File: config.mk
export PLATFORM = sky130hd
export DESIGN_NAME = debounce_oneshot
export DESIGN_NICKNAME = d
export VERILOG_FILES = /design/src/rtl/debounce_oneshot.sv
export SDC_FILE = /design/constraint.sdc
export NUM_CORES = 1
export LEC_CHECK = 0
export CORE_MARGIN = 8
export CORE_UTILIZATION = 39
export DETAILED_ROUTE_END_ITERATION = 8
export PLACE_DENSITY = 0.55
export SLEW_MARGIN = 20
export SYNTH_ARGS = -nofsm -noshare
export SYNTH_HDL_FRONTEND = slang
export SYNTH_SLANG_ARGS = --single-unit
export TNS_END_PERCENT = 5
File: constraint.sdc
create_clock -name clk -period 1.45 [get_ports clk]
set_input_delay 0.2175 -clock clk [delete_from_list [all_inputs] [get_ports clk]]
set_output_delay 0.2175 -clock clk [all_outputs]
set_load 0.03 [all_outputs]
File: src/rtl/debounce_oneshot.sv
// Switch conditioner: two-flop synchronizer, free-running sample prescaler and a
// four-state debounce FSM producing a clean level plus press/release one-shots.
`timescale 1ns/1ps
module debounce_oneshot #(
  parameter int TICK_DIV     = 50000,
  parameter int STABLE_TICKS = 20
) (
  input  logic clk,
  input  logic reset,
  input  logic sw_in,
  output logic level,
  output logic pulse,
  output logic release_pulse
);

  localparam int DW = (TICK_DIV > 1) ? $clog2(TICK_DIV) : 1;
  localparam int CW = $clog2(STABLE_TICKS + 1);

  localparam logic [DW-1:0] DIV_LAST    = DW'(TICK_DIV - 1);
  localparam logic [CW-1:0] STABLE_LAST = CW'(STABLE_TICKS - 1);

  localparam logic [1:0] S_LOW       = 2'd0;
  localparam logic [1:0] S_WAIT_HIGH = 2'd1;
  localparam logic [1:0] S_HIGH      = 2'd2;
  localparam logic [1:0] S_WAIT_LOW  = 2'd3;

  logic          sync1_q, sync1_d;
  logic          sw_s_q, sw_s_d;
  logic [DW-1:0] div_cnt_q, div_cnt_d;
  logic [CW-1:0] cnt_q, cnt_d;
  logic [1:0]    state_q, state_d;
  logic          level_q, level_d;
  logic          pulse_q, pulse_d;
  logic          release_pulse_q, release_pulse_d;
  logic          tick;

  always_comb begin
    sync1_d   = sw_in;
    sw_s_d    = sync1_q;
    tick      = (div_cnt_q == DIV_LAST);
    div_cnt_d = tick ? '0 : div_cnt_q + DW'(1);
  end

  // cnt holds the number of agreeing samples already taken in a WAIT state,
  // so cnt == STABLE_TICKS-1 means the current sample is the final one needed.
  always_comb begin
    state_d = state_q;
    cnt_d   = cnt_q;
    if (tick) begin
      case (state_q)
        S_LOW: begin
          if (sw_s_q) begin
            state_d = S_WAIT_HIGH;
            cnt_d   = CW'(1);
          end
        end
        S_WAIT_HIGH: begin
          if (!sw_s_q) begin
            state_d = S_LOW;
            cnt_d   = '0;
          end else if (cnt_q == STABLE_LAST) begin
            state_d = S_HIGH;
            cnt_d   = '0;
          end else begin
            cnt_d = cnt_q + CW'(1);
          end
        end
        S_HIGH: begin
          if (!sw_s_q) begin
            state_d = S_WAIT_LOW;
            cnt_d   = CW'(1);
          end
        end
        S_WAIT_LOW: begin
          if (sw_s_q) begin
            state_d = S_HIGH;
            cnt_d   = '0;
          end else if (cnt_q == STABLE_LAST) begin
            state_d = S_LOW;
            cnt_d   = '0;
          end else begin
            cnt_d = cnt_q + CW'(1);
          end
        end
        default: begin
          state_d = S_LOW;
          cnt_d   = '0;
        end
      endcase
    end
  end

  // Outputs are decoded from the next state so they line up with the new state.
  always_comb begin
    level_d         = (state_d == S_HIGH) || (state_d == S_WAIT_LOW);
    pulse_d         = (state_q == S_WAIT_HIGH) && (state_d == S_HIGH);
    release_pulse_d = (state_q == S_WAIT_LOW) && (state_d == S_LOW);
  end

  always_ff @(posedge clk) begin
    if (reset) begin
      sync1_q         <= 1'b0;
      sw_s_q          <= 1'b0;
      div_cnt_q       <= '0;
      cnt_q           <= '0;
      state_q         <= S_LOW;
      level_q         <= 1'b0;
      pulse_q         <= 1'b0;
      release_pulse_q <= 1'b0;
    end else begin
      sync1_q         <= sync1_d;
      sw_s_q          <= sw_s_d;
      div_cnt_q       <= div_cnt_d;
      cnt_q           <= cnt_d;
      state_q         <= state_d;
      level_q         <= level_d;
      pulse_q         <= pulse_d;
      release_pulse_q <= release_pulse_d;
    end
  end

  assign level         = level_q;
  assign pulse         = pulse_q;
  assign release_pulse = release_pulse_q;

endmodule

==> results.yml, run 1 <==
floorplanning:
  dieArea_um2: 5421
  floorplan.io_pins: 6
  die_h_um: 73.63
  rows: 21
  initial_utilization_pct: 39.75
  chipWidth_um: 73.63
  fp.coreArea_um2: 3258
timing:
  post_route_clock_period_utilization_pct: 101.6
  worst_hold_slack_ns: 0.4291
  finalClockSkew_ns: 0.003674
  tightestPinTransition_ns: 0.3486
  layout_setup_ws_ns: -0.02294
  grt_setup_unrepaired: "true"
  final.setup.tns_ns: -0.04343
  setup_failing_eps_final: 2
  slew_violations: 0
  post-route-min-period_ns: 1.473
  final_number_of_hold_violating_endpoints: 0
  timing.max_slew.rel_slack_pct: 76.59
  fmax_mhz: 678.9
grt:
  globalRouteOverflowTotal: 0
  antenna_found_initial: 0
  global_route_total_usage_across_every_layer_pct: 9.359
  via_count_of_the_first_global_routing_pass: 935
  global_route_wire_length_before_repair_um: 4002
  largest_net_degree_at_the_start_of_global_routing: 17
routing:
  m1WireLength_um: 1063
  detail_route.wl_per_cell_um: 11.77
  detail-route-antenna-nets: 0
  drc: 0
  first_iter_violations: 68
  met2_wirelength_um: 1265
  drt_pre_antenna_iters: 4
  detail_route.vias_per_cell: 5.058
  vias: 1047
  met3_wirelength_um: 70
  top_signal_layer_used: "met4"
  routed_wirelength_um: 2437
flow_run:
  drv_cap: 0
yosys:
  synthSimpleGateAreaFrac_pct: 31.50
  seq_area_frac_synth_pct: 43.29
  synth_compound_gate_area_share_pct: 8.019
  postSynth.asyncResetShare_pct: 0
  post_synth_inst_count: 137
  synth_xor_xnor_area_share_pct: 10.14
  post_synth_main_area_contributors: "sky130_fd_sc_hd__dfxtp_1 43%, sky130_fd_sc_hd__xor2_1 7.4%, sky130_fd_sc_hd__nor2_1 4.6%"
  post_synth_mux_area_share_pct: 0
  synth.cell_area_um2: 1295
  synth-edff-count: 0
  postSynthNetCount: 142
  synth.yosys.warnings: 0
  adder_and_majority_gate_portion_of_the_synthesized_area_pct: 1.932
  netlist-cell-type-count: 34
  syn-mean-instance-area_um2: 9.452
  synth_common_cells: "28 x sky130_fd_sc_hd__dfxtp_1, 16 x sky130_fd_sc_hd__nor2_1, 11 x sky130_fd_sc_hd__xor2_1, 9 x sky130_fd_sc_hd__a21oi_1"
  main_combinational_cell_family_by_area_after_synthesis: "simple AND/OR/NAND/NOR gates"
  post-synth-top-count-cell: "sky130_fd_sc_hd__dfxtp_1"
  synth-seq-cells: 28
  synth_area_leader_cell: "sky130_fd_sc_hd__dfxtp_1"
  yosys.area.top_type_share_pct: 43.29
  synthFlopType: "sky130_fd_sc_hd__dfxtp_1"
power_and_ir_drop:
  report.power.total_mw: 1.214
  cellLeakagePower_nw: 0.6154
  max-vdd-ir-drop_uv: 403.9
  power_density_nw_per_um2: 752.4
worst_setup_path:
  worstPathArrival_ns: 1.72
  timing.critical_path.fanout_max: 7
  setup.worst_path.end: "pulse$_SDFF_PP0_"
  timing.reg2reg.worst_path_depth: 4
  worstSetupPathType: "reg -> reg"
  regToRegEndpoint: "pulse$_SDFF_PP0_"
  rrSetupSlack_ns: -0.02
  category_of_the_worst_setup_path_capture_point: "flop"
  cp.required_ns: 1.70
  timing.critical_path.from: "div_cnt_q[7]$_SDFF_PP0_"
  r2r_start: "div_cnt_q[7]$_SDFF_PP0_"
  setup.worst_path.start_class: "flop"
final_layout:
  finalNetCount: 167
  syn_to_final_growth_pct: 24.64
  antenna-diode-count: 0
  post_layout_nonfiller_instances: 207
  fillerInstances: 332
  drive_gt1_share_pct: 24.84
  post-route-util_pct: 49.54
  finalInstanceArea_um2: 1614
clock_network:
  cts_sink_count: 28
  worst_skew_pair.late_latency_ns: 0.32
  cts_inserted_buffers: 3
  max-clock-path-buffers: 2
  clk_pin_slew_worst_paths_ns: 0.14
  tritoncts: "done"
  root_buffer: "sky130_fd_sc_hd__clkbuf_4"
  cts_htree_levels: 1
placement:
  post-place-ws_ns: -0.03688
  postPlaceCellArea_um2: 1526
  gp_congestion: 0.8540
  buffer_ports.inserted: 5
  place.detailed.instances: 200
  dp_hpwl_um: 1816
outcome:
  violations: "setup timing"
  outcome: "complete, but fails checks"
min_path:
  worstHoldPathType: "in -> reg"
worst max-delay path, stage by stage, from the launching register on:
cell and delay (ns):
sky130_fd_sc_hd__dfxtp_4 0.38, sky130_fd_sc_hd__nor4_4 0.37, sky130_fd_sc_hd__and4_4 0.34, sky130_fd_sc_hd__nand3_4 0.09, sky130_fd_sc_hd__nor4b_4 0.24
repair_timing:
item	in CTS	in global routing
endpoints found under the setup margin	8	18
hold buffers	0	0
pin swaps	0	14
gates resized for setup	4	10
setup buffers	0	2
gates cloned	0	1
report_power, final:
group | leakage (nW) | internal [mW] | switching [mW]
clock network | 0.0210 | 0.153 | 0.216
registers | 0.228 | 0.778 | 0.00890
logic | 0.366 | 0.0305 | 0.0271
state kept, by name, indices dropped and copies added (netlist names):
name	count
cnt_q	5
div_cnt_q	16
level	1
pulse	1
release_pulse	1
state_q	2
sw_s_d	1
sw_s_q	1
placed cells by master (no fill, tap or decap), drive strengths merged, types with 3 or more instances in the layout:
master and n:
nor2b 3, nand4 10, and4 4, nand2 6, dfxtp 28, xor2 11, or3 3, o21ai 6
dlygate4sd2 3, and3 3, nor2 16, buf 22, nand3 9, xnor2 4, clkbuf 4, a21oi 9
worst min-delay path by stage:
stage	start	to	slack (ns)	cells past startpoint
after floorplan	reset	sw_s_d$_SDFF_PP0_	0.29	1
after global placement	sw_s_d$_SDFF_PP0_	sw_s_q$_SDFF_PP0_	0.42	1
after detailed placement	sw_s_d$_SDFF_PP0_	sw_s_q$_SDFF_PP0_	0.43	1
after CTS	sw_in	sw_s_d$_SDFF_PP0_	0.41	2
after global routing	sw_in	sw_s_d$_SDFF_PP0_	0.41	2
final	sw_in	sw_s_d$_SDFF_PP0_	0.43	2
area by class of cell:
type / instances / area (um2) / share of cell area [%]
multi-input cells: 100 / 716.9 / 44.42
inverters: 2 / 7.507 / 0.4651
repair buffers: 27 / 227.7 / 14.11
flip-flops and latches: 28 / 568.0 / 35.19
well taps: 46 / 57.56 / 3.566
clock buffers: 4 / 36.28 / 2.248
cells by family after synthesis:
family,after synthesis
xor gates and xnor gates,15
AOI/OAI and AO/OA,19
DFF,28
buffers and inverters,10
and+or+nand+nor,63
adders and majority gates,2
metal layers:
metal  vias up  GRT usage [%]
li1        537              -
met2        10          17.72
met4         0          3.991
met5         -              0
met3         4          1.774
met1       496          9.629
No activity file was read; power rests on OpenSTA's default activity.
==> run 2: changes to the inputs <==
--- a/config.mk
+++ b/config.mk
@@ -5,6 +5,7 @@
 export SDC_FILE = /design/constraint.sdc
 export NUM_CORES = 1
 export LEC_CHECK = 0
+export CORE_ASPECT_RATIO = 0.8
 export CORE_MARGIN = 8
 export CORE_UTILIZATION = 39
 export DETAILED_ROUTE_END_ITERATION = 8
==> results.yml, run 2 (synthesis results as in run 1) <==
timing:
  worst_hold_slack_ns: 0.4488
  slew_violations: 0
  final_number_of_hold_violating_endpoints: 0
  grt_setup_unrepaired: "true"
  post-route-min-period_ns: 1.460
  setup_failing_eps_final: 2
  timing.max_slew.rel_slack_pct: 77.56
  finalClockSkew_ns: 0.004919
  fmax_mhz: 685.0
  post_route_clock_period_utilization_pct: 100.7
  layout_setup_ws_ns: -0.009916
  tightestPinTransition_ns: 0.3342
routing:
  routed_wirelength_um: 2510
  detail_route.vias_per_cell: 5.170
  drt_pre_antenna_iters: 4
  detail_route.wl_per_cell_um: 12.55
  first_iter_violations: 64
  met2_wirelength_um: 1090
  detail-route-antenna-nets: 0
  m1WireLength_um: 1301
  vias: 1034
  met3_wirelength_um: 100
  drc: 0
  top_signal_layer_used: "met4"
outcome:
  outcome: "complete, but fails checks"
  violations: "setup timing"
power_and_ir_drop:
  power_frac_clock_pct: 36.3
  pwr-share-seq_pct: 59.4
  power_switching_uw: 274.2
  max-vdd-ir-drop_uv: 445.3
  report.power.total_mw: 1.324
  power_density_nw_per_um2: 827.3
  cellLeakagePower_nw: 0.6005
  internal-power_mw: 1.050
  combinationalPowerShare_pct: 4.3
  sw_share_pct: 20.71
final_layout:
  antenna-diode-count: 0
  fillerInstances: 283
  post_layout_nonfiller_instances: 200
  finalNetCount: 166
  mostFrequentLayoutCell: "sky130_fd_sc_hd__dfxtp_1"
  post-route-util_pct: 51.12
  regArea_um2: 569.3
  multiInputGateArea_um2: 690.7
  largest_registers: "div_cnt_q (16), cnt_q (5), state_q (2)"
  max_reg_flops: 16
  registers.top_by_ff_count: "div_cnt_q"
  drive_gt1_share_pct: 26.25
  syn_to_final_growth_pct: 23.57
  commonest_non_fill_non_tap_cells_in_the_layout: "23 x sky130_fd_sc_hd__dfxtp_1, 20 x sky130_fd_sc_hd__buf_4, 16 x sky130_fd_sc_hd__nor2_1"
clock_network:
  worst_skew_pair.late_latency_ns: 0.28
  clk_pin_slew_worst_paths_ns: 0.09
  root_buffer: "sky130_fd_sc_hd__clkbuf_8"
  cts_sink_count: 28
  post_cts_buffers: 0
  hold_buffers: 0
  cts_inserted_buffers: 3
  cts_htree_levels: 1
  tritoncts: "done"
  max-clock-path-buffers: 2
floorplanning:
  fp.coreArea_um2: 3131
  chipWidth_um: 80.43
  dieArea_um2: 5432
  rows: 18
  die_h_um: 67.54
  floorplan.io_pins: 6
  initial_utilization_pct: 41.37
min_path:
  worstHoldPathType: "reg -> reg"
grt:
  largest_net_degree_at_the_start_of_global_routing: 17
  global_route_wire_length_before_repair_um: 4636
  global_route_total_usage_across_every_layer_pct: 10.85
  globalRouteOverflowTotal: 0
  antenna_found_initial: 0
  via_count_of_the_first_global_routing_pass: 1036
placement:
  buffer_ports.inserted: 5
  place.detailed.instances: 196
  gp_congestion: 0.8407
  dp_hpwl_um: 1896
worst_setup_path:
  worstPathArrival_ns: 1.65
  critPathBufInv: 0
  category_of_the_worst_setup_path_capture_point: "flop"
  setup.worst_path.start_class: "flop"
  worstSetupPathType: "reg -> reg"
  cp.required_ns: 1.64
  critical-path-top-delay-family: "simple AND/OR/NAND/NOR gates"
  slowest_stage_cell_on_the_critical_path: "sky130_fd_sc_hd__dfxtp_4"
  cp_cell_sequence: "nor4_4, and4_4, nand3_2, nor4b_2"
  rrSetupSlack_ns: -0.01
  timing.critical_path.fanout_max: 7
  slowest_delay_ns: 0.37
flow_run:
  drv_cap: 0
## run 2: worst reg2reg max path, stage by stage, from the launching register on
cell	delay, ns
sky130_fd_sc_hd__dfxtp_4	0.37
sky130_fd_sc_hd__nor4_4	0.34
sky130_fd_sc_hd__and4_4	0.32
sky130_fd_sc_hd__nand3_2	0.11
sky130_fd_sc_hd__nor4b_2	0.23
## run 2: metrics by stage
stage | TNS, ns | instance area (um2) | worst slack, ns
3_5_place_dp | -0.1273 | 1534 | -0.07133
5_1_grt | -1.503 | 1600 | -0.1169
2_1_floorplan | 0 | 1315 | 0.02097
4_1_cts | -0.01270 | 1588 | -0.01028
3_3_place_gp | -0.004642 | 1534 | -0.004642
6_report | -0.01468 | 1600 | -0.009916
## run 2: power groups by stage
| stage | combinational (mW) | sequential [mW] | clock [mW] |
|---|---|---|---|
| 2_1_floorplan | 0.0333 | 0.806 | 0 |
| 5_1_grt | 0.0656 | 0.788 | 0.538 |
| 3_5_place_dp | 0.0572 | 0.807 | 0 |
| 4_1_cts | 0.0574 | 0.789 | 0.505 |
| 6_report | 0.0563 | 0.787 | 0.481 |
| 3_3_place_gp | 0.0547 | 0.806 | 0 |
## run 2: final cells by class
| type | instances | area share [%] |
|---|---|---|
| multi-input cells | 99 | 43.16 |
| well taps | 40 | 3.127 |
| inverters | 2 | 0.4691 |
| flip-flops and latches | 28 | 35.57 |
| clock buffers | 4 | 3.440 |
| repair buffers | 27 | 14.23 |
## run 2: repair_timing
action | CTS | global route
pin swaps | 1 | 5
setup endpoints to repair | 8 | 24
gates resized for setup | 6 | 8
## run 2: path summary, 6_finish.rpt
kind                                start                  endpoint  cells past startpoint
setup / recovery  div_cnt_q[7]$_SDFF_PP0_  release_pulse$_SDFF_PP0_                      4
hold / removal          sw_s_d$_SDFF_PP0_         sw_s_q$_SDFF_PP0_                      1
setup reg to reg  div_cnt_q[7]$_SDFF_PP0_  release_pulse$_SDFF_PP0_                      4
hold reg to reg         sw_s_d$_SDFF_PP0_         sw_s_q$_SDFF_PP0_                      1
## run 2: metal layers
metal / GRT usage, % / up-vias
met3: 3.714 / 3
met1: 13.71 / 480
li1: - / 533
met5: 0 / -
met2: 17.18 / 18
met4: 2.941 / 0
==> run 3: changes to the inputs <==
--- a/config.mk
+++ b/config.mk
@@ -7,9 +7,9 @@
 export LEC_CHECK = 0
 export CORE_ASPECT_RATIO = 0.8
 export CORE_MARGIN = 8
-export CORE_UTILIZATION = 39
+export CORE_UTILIZATION = 52
 export DETAILED_ROUTE_END_ITERATION = 8
-export PLACE_DENSITY = 0.55
+export PLACE_DENSITY = 0.7
 export SLEW_MARGIN = 20
 export SYNTH_ARGS = -nofsm -noshare
 export SYNTH_HDL_FRONTEND = slang
==> results.yml, run 3 (synthesis results as in run 1) <==
final_layout:
  syn_to_final_growth_pct: 24.64
  post-route-util_pct: 67.19
  multiInputGateArea_um2: 711.9
  commonest_non_fill_non_tap_cells_in_the_layout: "23 x sky130_fd_sc_hd__dfxtp_1, 20 x sky130_fd_sc_hd__buf_4, 16 x sky130_fd_sc_hd__nor2_1"
  largest_registers: "div_cnt_q (16), cnt_q (5), state_q (2)"
  drive_gt1_share_pct: 29.19
  mostFrequentLayoutCell: "sky130_fd_sc_hd__dfxtp_1"
  finalNetCount: 167
  regArea_um2: 571.8
  max_reg_flops: 16
  fillerInstances: 180
  finalInstanceArea_um2: 1614
  antenna-diode-count: 0
  registers.top_by_ff_count: "div_cnt_q"
  post_layout_nonfiller_instances: 188
grt:
  global_route_wire_length_before_repair_um: 4271
  largest_net_degree_at_the_start_of_global_routing: 17
  global_route_total_usage_across_every_layer_pct: 12.73
  antenna_found_initial: 0
  via_count_of_the_first_global_routing_pass: 946
  globalRouteOverflowTotal: 0
worst_setup_path:
  worstSetupPathType: "reg -> reg"
  timing.critical_path.fanout_max: 5
  cp.required_ns: 1.68
  slowest_stage_cell_on_the_critical_path: "sky130_fd_sc_hd__dfxtp_4"
  cp_cell_sequence: "ha_4, and3_4, nand4_4, buf_6, o31ai_2, a21oi_1"
  category_of_the_worst_setup_path_capture_point: "flop"
  slowest_delay_ns: 0.40
  timing.reg2reg.worst_path_depth: 6
  worstPathArrival_ns: 1.75
  setup.worst_path.start_class: "flop"
outcome:
  violations: "setup timing"
  outcome: "complete, but fails checks"
power_and_ir_drop:
  power_density_nw_per_um2: 764.7
  max-vdd-ir-drop_uv: 659.5
  report.power.total_mw: 1.234
  cellLeakagePower_nw: 0.6146
clock_network:
  cts_sink_count: 28
  cts_htree_levels: 1
  hold_buffers: 0
  worst_skew_pair.late_latency_ns: 0.33
  cts_inserted_buffers: 3
  root_buffer: "sky130_fd_sc_hd__clkbuf_4"
  clk_pin_slew_worst_paths_ns: 0.14
  max-clock-path-buffers: 2
  tritoncts: "done"
timing:
  post-route-min-period_ns: 1.516
  layout_setup_ws_ns: -0.06582
  worst_hold_slack_ns: 0.4296
  slew_violations: 0
  final.setup.tns_ns: -0.5285
  setup_failing_eps_final: 20
  final_number_of_hold_violating_endpoints: 0
  post_route_clock_period_utilization_pct: 104.5
  fmax_mhz: 659.7
  grt_setup_unrepaired: "true"
  timing.max_slew.rel_slack_pct: 69.04
  finalClockSkew_ns: 0.007781
  tightestPinTransition_ns: 0.4627
placement:
  place.detailed.instances: 179
  post-place-ws_ns: -0.02951
  gp_congestion: 0.9284
  buffer_ports.inserted: 5
  dp_hpwl_um: 1953
  postPlaceCellArea_um2: 1488
routing:
  detail_route.vias_per_cell: 5.952
  detail_route.wl_per_cell_um: 16.87
  routed_wirelength_um: 3171
  drc: 0
  vias: 1119
  drt_pre_antenna_iters: 7
  detail-route-antenna-nets: 0
  first_iter_violations: 91
floorplanning:
  floorplan.io_pins: 6
  chipWidth_um: 71.80
  die_h_um: 60.64
  fp.coreArea_um2: 2402
  dieArea_um2: 4353
  rows: 16
  initial_utilization_pct: 53.91
min_path:
  min_path_cells: 2
  worstHoldPathType: "in -> reg"
flow_run:
  drv_cap: 0
## run 3: cell count changes in the layout (fill, tap and decap cells not counted), moves of 2 or more
| cell | delta |
|---|---|
| sky130_fd_sc_hd__clkbuf_4 | +3 |
| sky130_fd_sc_hd__clkbuf_8 | -3 |
| sky130_fd_sc_hd__and4_2 | +2 |
| sky130_fd_sc_hd__o31ai_1 | -2 |
| sky130_fd_sc_hd__o31ai_2 | +2 |
## run 3: timing repair
action,4_1_cts,5_1_grt
pin swaps,0,10
resized for setup,4,14
setup buffers,0,4
cloned,0,1
endpoints found under the setup margin,10,26
## run 3: path summary, 6_finish.rpt
path | start | endpoint | slack, ns
worst max-delay path | div_cnt_q[1]$_SDFF_PP0_ | cnt_q[2]$_SDFFE_PP0P_ | -0.07
worst min-delay path | sw_in | sw_s_d$_SDFF_PP0_ | 0.43
worst max register to register | div_cnt_q[1]$_SDFF_PP0_ | cnt_q[2]$_SDFFE_PP0P_ | -0.07
worst min register to register | sw_s_d$_SDFF_PP0_ | sw_s_q$_SDFF_PP0_ | 0.46
## run 3: final cells by class
class | instances | area share, %
Multi-Input combinational cell | 99 | 44.11
Sequential cell | 28 | 35.43
Timing Repair Buffer | 28 | 15.66
Clock buffer | 4 | 2.248
Tap cell | 27 | 2.093
Inverter | 2 | 0.4651
## run 3: per-layer routing
| layer | GRT usage (%) | vias up | share of wire (%) |
|---|---|---|---|
| met2 | 20.21 | 46 | 47 |
| met1 | 15.68 | 529 | 46 |
| met3 | 4.785 | 4 | 5.9 |
| met5 | 0 | - | 0 |
| met4 | 4.058 | 0 | 0.85 |
| li1 | - | 540 | - |
## run 3: power by group
part | leakage, nW | switching [mW] | internal, mW
clock | 0.0210 | 0.220 | 0.154
combinational | 0.364 | 0.0320 | 0.0382
sequential | 0.229 | 0.0120 | 0.778
## run 3: critical path, delay by kind of cell, from the launching register on
kind | cells | cell delay (ns)
adders and majority gates | 1 | 0.14
DFF | 1 | 0.40
and+or+nand+nor | 2 | 0.36
AOI/OAI and AO/OA | 2 | 0.33
buffers and inverters | 1 | 0.18
